## src/rtl/sram_phase_sequencer.sv

```systemverilog
`default_nettype none
// +----------------------------------------------------------------------------+
// | sram_phase_sequencer: phase FSM (UART load, M2, M1, VGA) and SRAM port mux |
// | Rev 1.0 - initial release                                                  |
// +----------------------------------------------------------------------------+
module sram_phase_sequencer #(
  parameter int unsigned UART_TIMEOUT  = 50000000,
  parameter int unsigned STAGE_TIMEOUT = 33554432
) (
  input  logic        CLOCK_50_I,
  input  logic        resetn,
  input  logic        UART_RX_I,
  input  logic        restart,
  input  logic [17:0] uart_addr,
  input  logic [15:0] uart_wdata,
  input  logic        uart_we_n,
  input  logic        uart_frame_error,
  input  logic [17:0] m2_addr,
  input  logic [15:0] m2_wdata,
  input  logic        m2_we_n,
  input  logic        m2_end,
  input  logic [17:0] m1_addr,
  input  logic [15:0] m1_wdata,
  input  logic        m1_we_n,
  input  logic        m1_end,
  input  logic [17:0] vga_addr,
  output logic [17:0] sram_addr,
  output logic [15:0] sram_wdata,
  output logic        sram_we_n,
  output logic        uart_initialize,
  output logic        uart_enable,
  output logic        m2_start,
  output logic        m1_start,
  output logic        vga_enable,
  output logic        done,
  output logic        fault,
  output logic        frame_err_seen,
  output logic [31:0] m2_cycles,
  output logic [31:0] m1_cycles,
  output logic [2:0]  phase
);

  typedef enum logic [2:0] {
    S_IDLE      = 3'd0,
    S_UART_INIT = 3'd1,
    S_UART_RX   = 3'd2,
    S_M2        = 3'd3,
    S_M1        = 3'd4,
    S_FAULT     = 3'd5
  } state_t;

  localparam logic [25:0] c_uart_last  = 26'(UART_TIMEOUT - 1);
  localparam logic [31:0] c_stage_last = 32'(STAGE_TIMEOUT - 1);

  state_t      r_state;
  logic        r_rx_meta;
  logic        r_rx_sync;
  logic [25:0] r_silence;
  logic [31:0] r_stage_cnt;
  logic        r_uart_initialize;
  logic        r_uart_enable;
  logic        r_m2_start;
  logic        r_m1_start;
  logic        r_vga_enable;
  logic        r_done;
  logic        r_fault;
  logic        r_frame_err_seen;
  logic [31:0] r_m2_cycles;
  logic [31:0] r_m1_cycles;

  // Idle UART line is high, so the synchroniser resets to 1.
  always_ff @(posedge CLOCK_50_I or negedge resetn) begin
    if (!resetn) begin
      r_rx_meta <= 1'b1;
      r_rx_sync <= 1'b1;
    end else begin
      r_rx_meta <= UART_RX_I;
      r_rx_sync <= r_rx_meta;
    end
  end

  always_ff @(posedge CLOCK_50_I or negedge resetn) begin
    if (!resetn) begin
      r_state           <= S_IDLE;
      r_silence         <= '0;
      r_stage_cnt       <= '0;
      r_uart_initialize <= 1'b0;
      r_uart_enable     <= 1'b0;
      r_m2_start        <= 1'b0;
      r_m1_start        <= 1'b0;
      r_vga_enable      <= 1'b1;
      r_done            <= 1'b0;
      r_fault           <= 1'b0;
      r_frame_err_seen  <= 1'b0;
      r_m2_cycles       <= '0;
      r_m1_cycles       <= '0;
    end else begin
      r_done            <= 1'b0;
      r_uart_enable     <= 1'b0;
      r_uart_initialize <= 1'b0;
      case (r_state)
        S_IDLE: begin
          r_vga_enable <= 1'b1;
          if (!r_rx_sync) begin
            r_uart_initialize <= 1'b1;
            r_vga_enable      <= 1'b0;
            r_state           <= S_UART_INIT;
          end
        end
        // First cycle lets uart_initialize fall; enable follows a cycle later.
        S_UART_INIT: begin
          r_silence <= '0;
          if (!r_uart_initialize) begin
            r_uart_enable <= 1'b1;
            r_state       <= S_UART_RX;
          end
        end
        S_UART_RX: begin
          if (uart_frame_error) r_frame_err_seen <= 1'b1;
          if (!uart_we_n) begin
            r_silence <= '0;
          end else if (r_silence == c_uart_last) begin
            r_silence   <= '0;
            r_stage_cnt <= '0;
            r_m2_start  <= 1'b1;
            r_state     <= S_M2;
          end else begin
            r_silence <= r_silence + 26'd1;
          end
        end
        S_M2: begin
          if (m2_end) begin
            r_m2_cycles <= r_stage_cnt;
            r_stage_cnt <= '0;
            r_m2_start  <= 1'b0;
            r_m1_start  <= 1'b1;
            r_state     <= S_M1;
          end else if (r_stage_cnt == c_stage_last) begin
            r_m2_start   <= 1'b0;
            r_fault      <= 1'b1;
            r_vga_enable <= 1'b1;
            r_state      <= S_FAULT;
          end else if (r_stage_cnt != '1) begin
            r_stage_cnt <= r_stage_cnt + 32'd1;
          end
        end
        S_M1: begin
          if (m1_end) begin
            r_m1_cycles  <= r_stage_cnt;
            r_stage_cnt  <= '0;
            r_m1_start   <= 1'b0;
            r_done       <= 1'b1;
            r_vga_enable <= 1'b1;
            r_state      <= S_IDLE;
          end else if (r_stage_cnt == c_stage_last) begin
            r_m1_start   <= 1'b0;
            r_fault      <= 1'b1;
            r_vga_enable <= 1'b1;
            r_state      <= S_FAULT;
          end else if (r_stage_cnt != '1) begin
            r_stage_cnt <= r_stage_cnt + 32'd1;
          end
        end
        S_FAULT: begin
          r_m2_start   <= 1'b0;
          r_m1_start   <= 1'b0;
          r_vga_enable <= 1'b1;
          if (restart) r_state <= S_IDLE;
        end
        default: r_state <= S_IDLE;
      endcase
    end
  end

  // Port ownership follows the state register directly, no added latency.
  always_comb begin
    sram_addr  = vga_addr;
    sram_wdata = '0;
    sram_we_n  = 1'b1;
    case (r_state)
      S_UART_INIT, S_UART_RX: begin
        sram_addr  = uart_addr;
        sram_wdata = uart_wdata;
        sram_we_n  = uart_we_n;
      end
      S_M2: begin
        sram_addr  = m2_addr;
        sram_wdata = m2_wdata;
        sram_we_n  = m2_we_n;
      end
      S_M1: begin
        sram_addr  = m1_addr;
        sram_wdata = m1_wdata;
        sram_we_n  = m1_we_n;
      end
      default: ;
    endcase
  end

  assign uart_initialize = r_uart_initialize;
  assign uart_enable     = r_uart_enable;
  assign m2_start        = r_m2_start;
  assign m1_start        = r_m1_start;
  assign vga_enable      = r_vga_enable;
  assign done            = r_done;
  assign fault           = r_fault;
  assign frame_err_seen  = r_frame_err_seen;
  assign m2_cycles       = r_m2_cycles;
  assign m1_cycles       = r_m1_cycles;
  assign phase           = r_state;

endmodule
`default_nettype wire
```

## config.mk

```make
export PLATFORM = sky130hd
export DESIGN_NAME = sram_phase_sequencer
export DESIGN_NICKNAME = d
export VERILOG_FILES = /design/src/rtl/sram_phase_sequencer.sv
export SDC_FILE = /design/constraint.sdc
export NUM_CORES = 1
export LEC_CHECK = 0
export ABC_AREA = 1
export CORE_UTILIZATION = 52
export DETAILED_ROUTE_END_ITERATION = 8
export HOLD_SLACK_MARGIN = 0.03
export PLACE_DENSITY = 0.87
export SLEW_MARGIN = 10
export SYNTH_ARGS = -nofsm -noshare
export SYNTH_HDL_FRONTEND = slang
export SYNTH_SLANG_ARGS = --single-unit
```

## constraint.sdc

```tcl
create_clock -name CLOCK_50_I -period 3.8 [get_ports CLOCK_50_I]
set_input_delay 0.38 -clock CLOCK_50_I [delete_from_list [all_inputs] [get_ports CLOCK_50_I]]
set_output_delay 0.38 -clock CLOCK_50_I [all_outputs]
set_load 0.02 [all_outputs]
```

==> impl_metrics.ini <==
[detailed_routing]
drtIter0Drc = 837
drt-total-wl_um = 25800
vias = 8707
wl_per_cell_um = 16.8
viasPerCell = 5.67
first_pass_iters = 9
drt_drc_violations_left = 9
ant_nets = 0

[power]
clkPwrFrac_pct = 24.8
p_int_mw = 4.23
ir_worst_vdd_mv = 0.523
total_power_mw = 7.16
p_leak_nw = 4.88
seqPwrFrac_pct = 26.4
p_sw_share_pct = 41.0
power_density_nw_per_um2 = 647
combPwrFrac_pct = 48.9
p_switching_mw = 2.94

[logic_synthesis]
synth_nets = 1250
synth_warnings = 0
synth.distinct_cells = 40
synth_cells = 1118
yosysSeqAreaShare_pct = 42.5
avgSynthCellArea_um2 = 7.11
synth-async-reset-ratio_pct = 100
synth_seq_cells = 135
synthFlopType = dfrtp_1
yosys-top-cells-count = nand2_1, nand3_1, dfrtp_1
synth_area_leaders = dfrtp_1, nand2_1, nand3_1
yosysTopAreaCellShare_pct = 41.5
synth.cell_area_um2 = 7950
synth_most_common_cell = nand2_1
synth_edf_count = 0
yosysTopAreaCell = dfrtp_1

[timing]
fin_skew_ns = 0.00594
setup_tns_ns = 0
worstMarginPinSlew_ns = 0.841
slew_headroom_pct = 43.9
fin_ws_ns = 0.571
rsz0062_at_grt = false
period_needed_ns = 3.23
hold_violations = 0
maxSlewViolCount = 0
setup_viol_count_final = 0
finalCritPeriodShare_pct = 85.0
max_freq_mhz = 310

[placement]
dp_hpwl_um = 18800
numPortBuffers = 239
post-place-ws_ns = 1.05
globalplace.congestion = 0.979

[run]
drv_cap = 0

[finish]
area_growth_pct = 39.2
fin_nets = 1470
fillerInstances = 1122
area.sequential_um2 = 3380
drive_gt1_share_pct = 7.11
multiInputGateArea_um2 = 4000

[cts]
numCtsBuffers = 17
insertion_delay_ns = 0.43
cts_sinks = 135
path_clk_slew_ns = 0.06
cts_setup_buffers = 0
cts_buffer_depth = 2
h-tree-depth = 4
cts_tree = yes
post_cts_resized = 0
hold_buffers = 0
clock-root-buffer = clkbuf_16

[floorplan]
die_x_um = 126
die_area_um2 = 15800
die_h_um = 126
io_pins = 240
core_area_um2 = 14700
initial_core_util_pct = 54.1
row_count = 44

[setup_path]
worstPathArrival_ns = 2.85
cp_max_fo = 36
rr_startpoint = r_stage_cnt[0]
r2r_slack_ns = 1.06
criticalPathCategory = flip-flop to output pin
r2r-end = r_stage_cnt[15]
crit_path_start_kind = flip-flop
worstPathRequired_ns = 3.42
cp-end-kind = output pin
r2r_cells = 9

[outcome]
violations = design-rule violations
status = finished, violations left

[worst_hold_path]
hold_class = primary input to asynchronous set/reset pin

[global_routing]
antenna_found_initial = 1
track_usage_pct = 33.9
grt_max_degree = 70
grt_pass1_vias = 8364
grt-ovfl-total = 0
grt_pass1_wl_um = 42300
-- final cells by class --
class                           instances  share of cell area [%]
Timing Repair Buffer                  253                    22.7
Clock inverter                         14                    1.79
Multi-Input combinational cell        847                    36.1
Clock buffer                           18                    3.97
Antenna cell                            1                  0.0226
Tap cell                              184                    2.08
Sequential cell                       135                    30.6
Inverter                               84                    2.85
-- worst max-delay path: stages, from the launching register on --
cell and delay [ns]:
dfrtp_1 0.46, nor2_1 0.21, nand2_1 0.11, inv_2 0.35, buf_4 0.43, nand2_1 0.11, o2111ai_1 0.11, clkdlybuf4s50_1 0.65
-- layer usage --
layer  vias to the layer above  wire length, um  track usage [%]
li1                       4093                -                -
met1                      4077             9630             38.7
met2                       462            13300             60.5
met3                        75             1850             7.43
met4                         0             1030             15.9
met5                         -                0                0
-- registers in the layout, summed over array words and instances (netlist names) --
register and cells:
r_rx_sync 1, uart_initialize 1, done 1, m2_cycles 32, frame_err_seen 1, m2_start 1
r_stage_cnt 32, m1_start 1, vga_enable 1, r_rx_meta 1, fault 1, r_silence 26
phase 3, uart_enable 1, m1_cycles 32
-- cell usage in the layout, fill, tap and decap left out, types with 2 or more instances in the layout --
master and n:
nand4_1 28, inv_6 2, o22ai_1 5, inv_1 75, nor2_1 89, o211ai_1 3
clkinvlp_4 2, nand3_2 10, ha_1 2, nand2_1 380, nor2_4 2, or2_2 2
dfstp_2 3, a22oi_1 7, nand2_2 11, bufinv_16 4, clkdlybuf4s50_1 238, nand4_2 2
nor2_2 5, a21oi_1 4, clkinv_2 2, clkbuf_16 17, o21bai_1 3, inv_2 9
o21ai_1 11, nor3_1 12, a31oi_1 4, buf_4 14, xor2_1 23, clkinv_4 4
nand2_4 2, xnor2_1 2, nor4_1 3, nand3_1 154, o21ai_0 75, dfrtp_1 132
-- metrics by stage --
stage / cells / area [um^2] / util [%] / hold WS, ns
2_1_floorplan: 1118 / 7950 / - / 0.0844
3_3_place_gp: 1503 / 10400 / 71.0 / 0.346
3_5_place_dp: 1503 / 10400 / 71.0 / 0.348
4_1_cts: 1535 / 11100 / 75.3 / 0.0795
5_1_grt: 1536 / 11100 / 75.3 / 0.114
6_report: 1536 / 11100 / 75.3 / 0.0313
-- logic make-up after synthesis --
logic type | synth area share (%)
simple gates | 39.1
buf+inv | 7.29
flops | 42.5
compound gates | 8.03
xor+xnor | 2.75
fa+ha+maj | 0.315
-- worst max path at each step --
stage,from,to,slack [ns],cells past startpoint
after floorplan,phase[0],sram_addr[0],1.72,10
after global placement,phase[0],sram_addr[12],1.10,7
after detailed placement,phase[0],sram_we_n,1.05,7
after CTS,phase[0],sram_we_n,0.60,7
after global routing,phase[0],sram_addr[12],0.34,7
final,phase[1],sram_we_n,0.57,7
-- power groups by stage --
stage | registers (mW) | logic [mW] | clock network [mW]
after floorplan | 2.14 | 1.68 | 0
after global placement | 1.89 | 3.42 | 0
after detailed placement | 1.90 | 3.48 | 0
after CTS | 1.89 | 3.51 | 1.78
after global routing | 1.92 | 3.77 | 1.85
final | 1.89 | 3.50 | 1.77
Note: power is estimated with default switching activity, not from simulation.
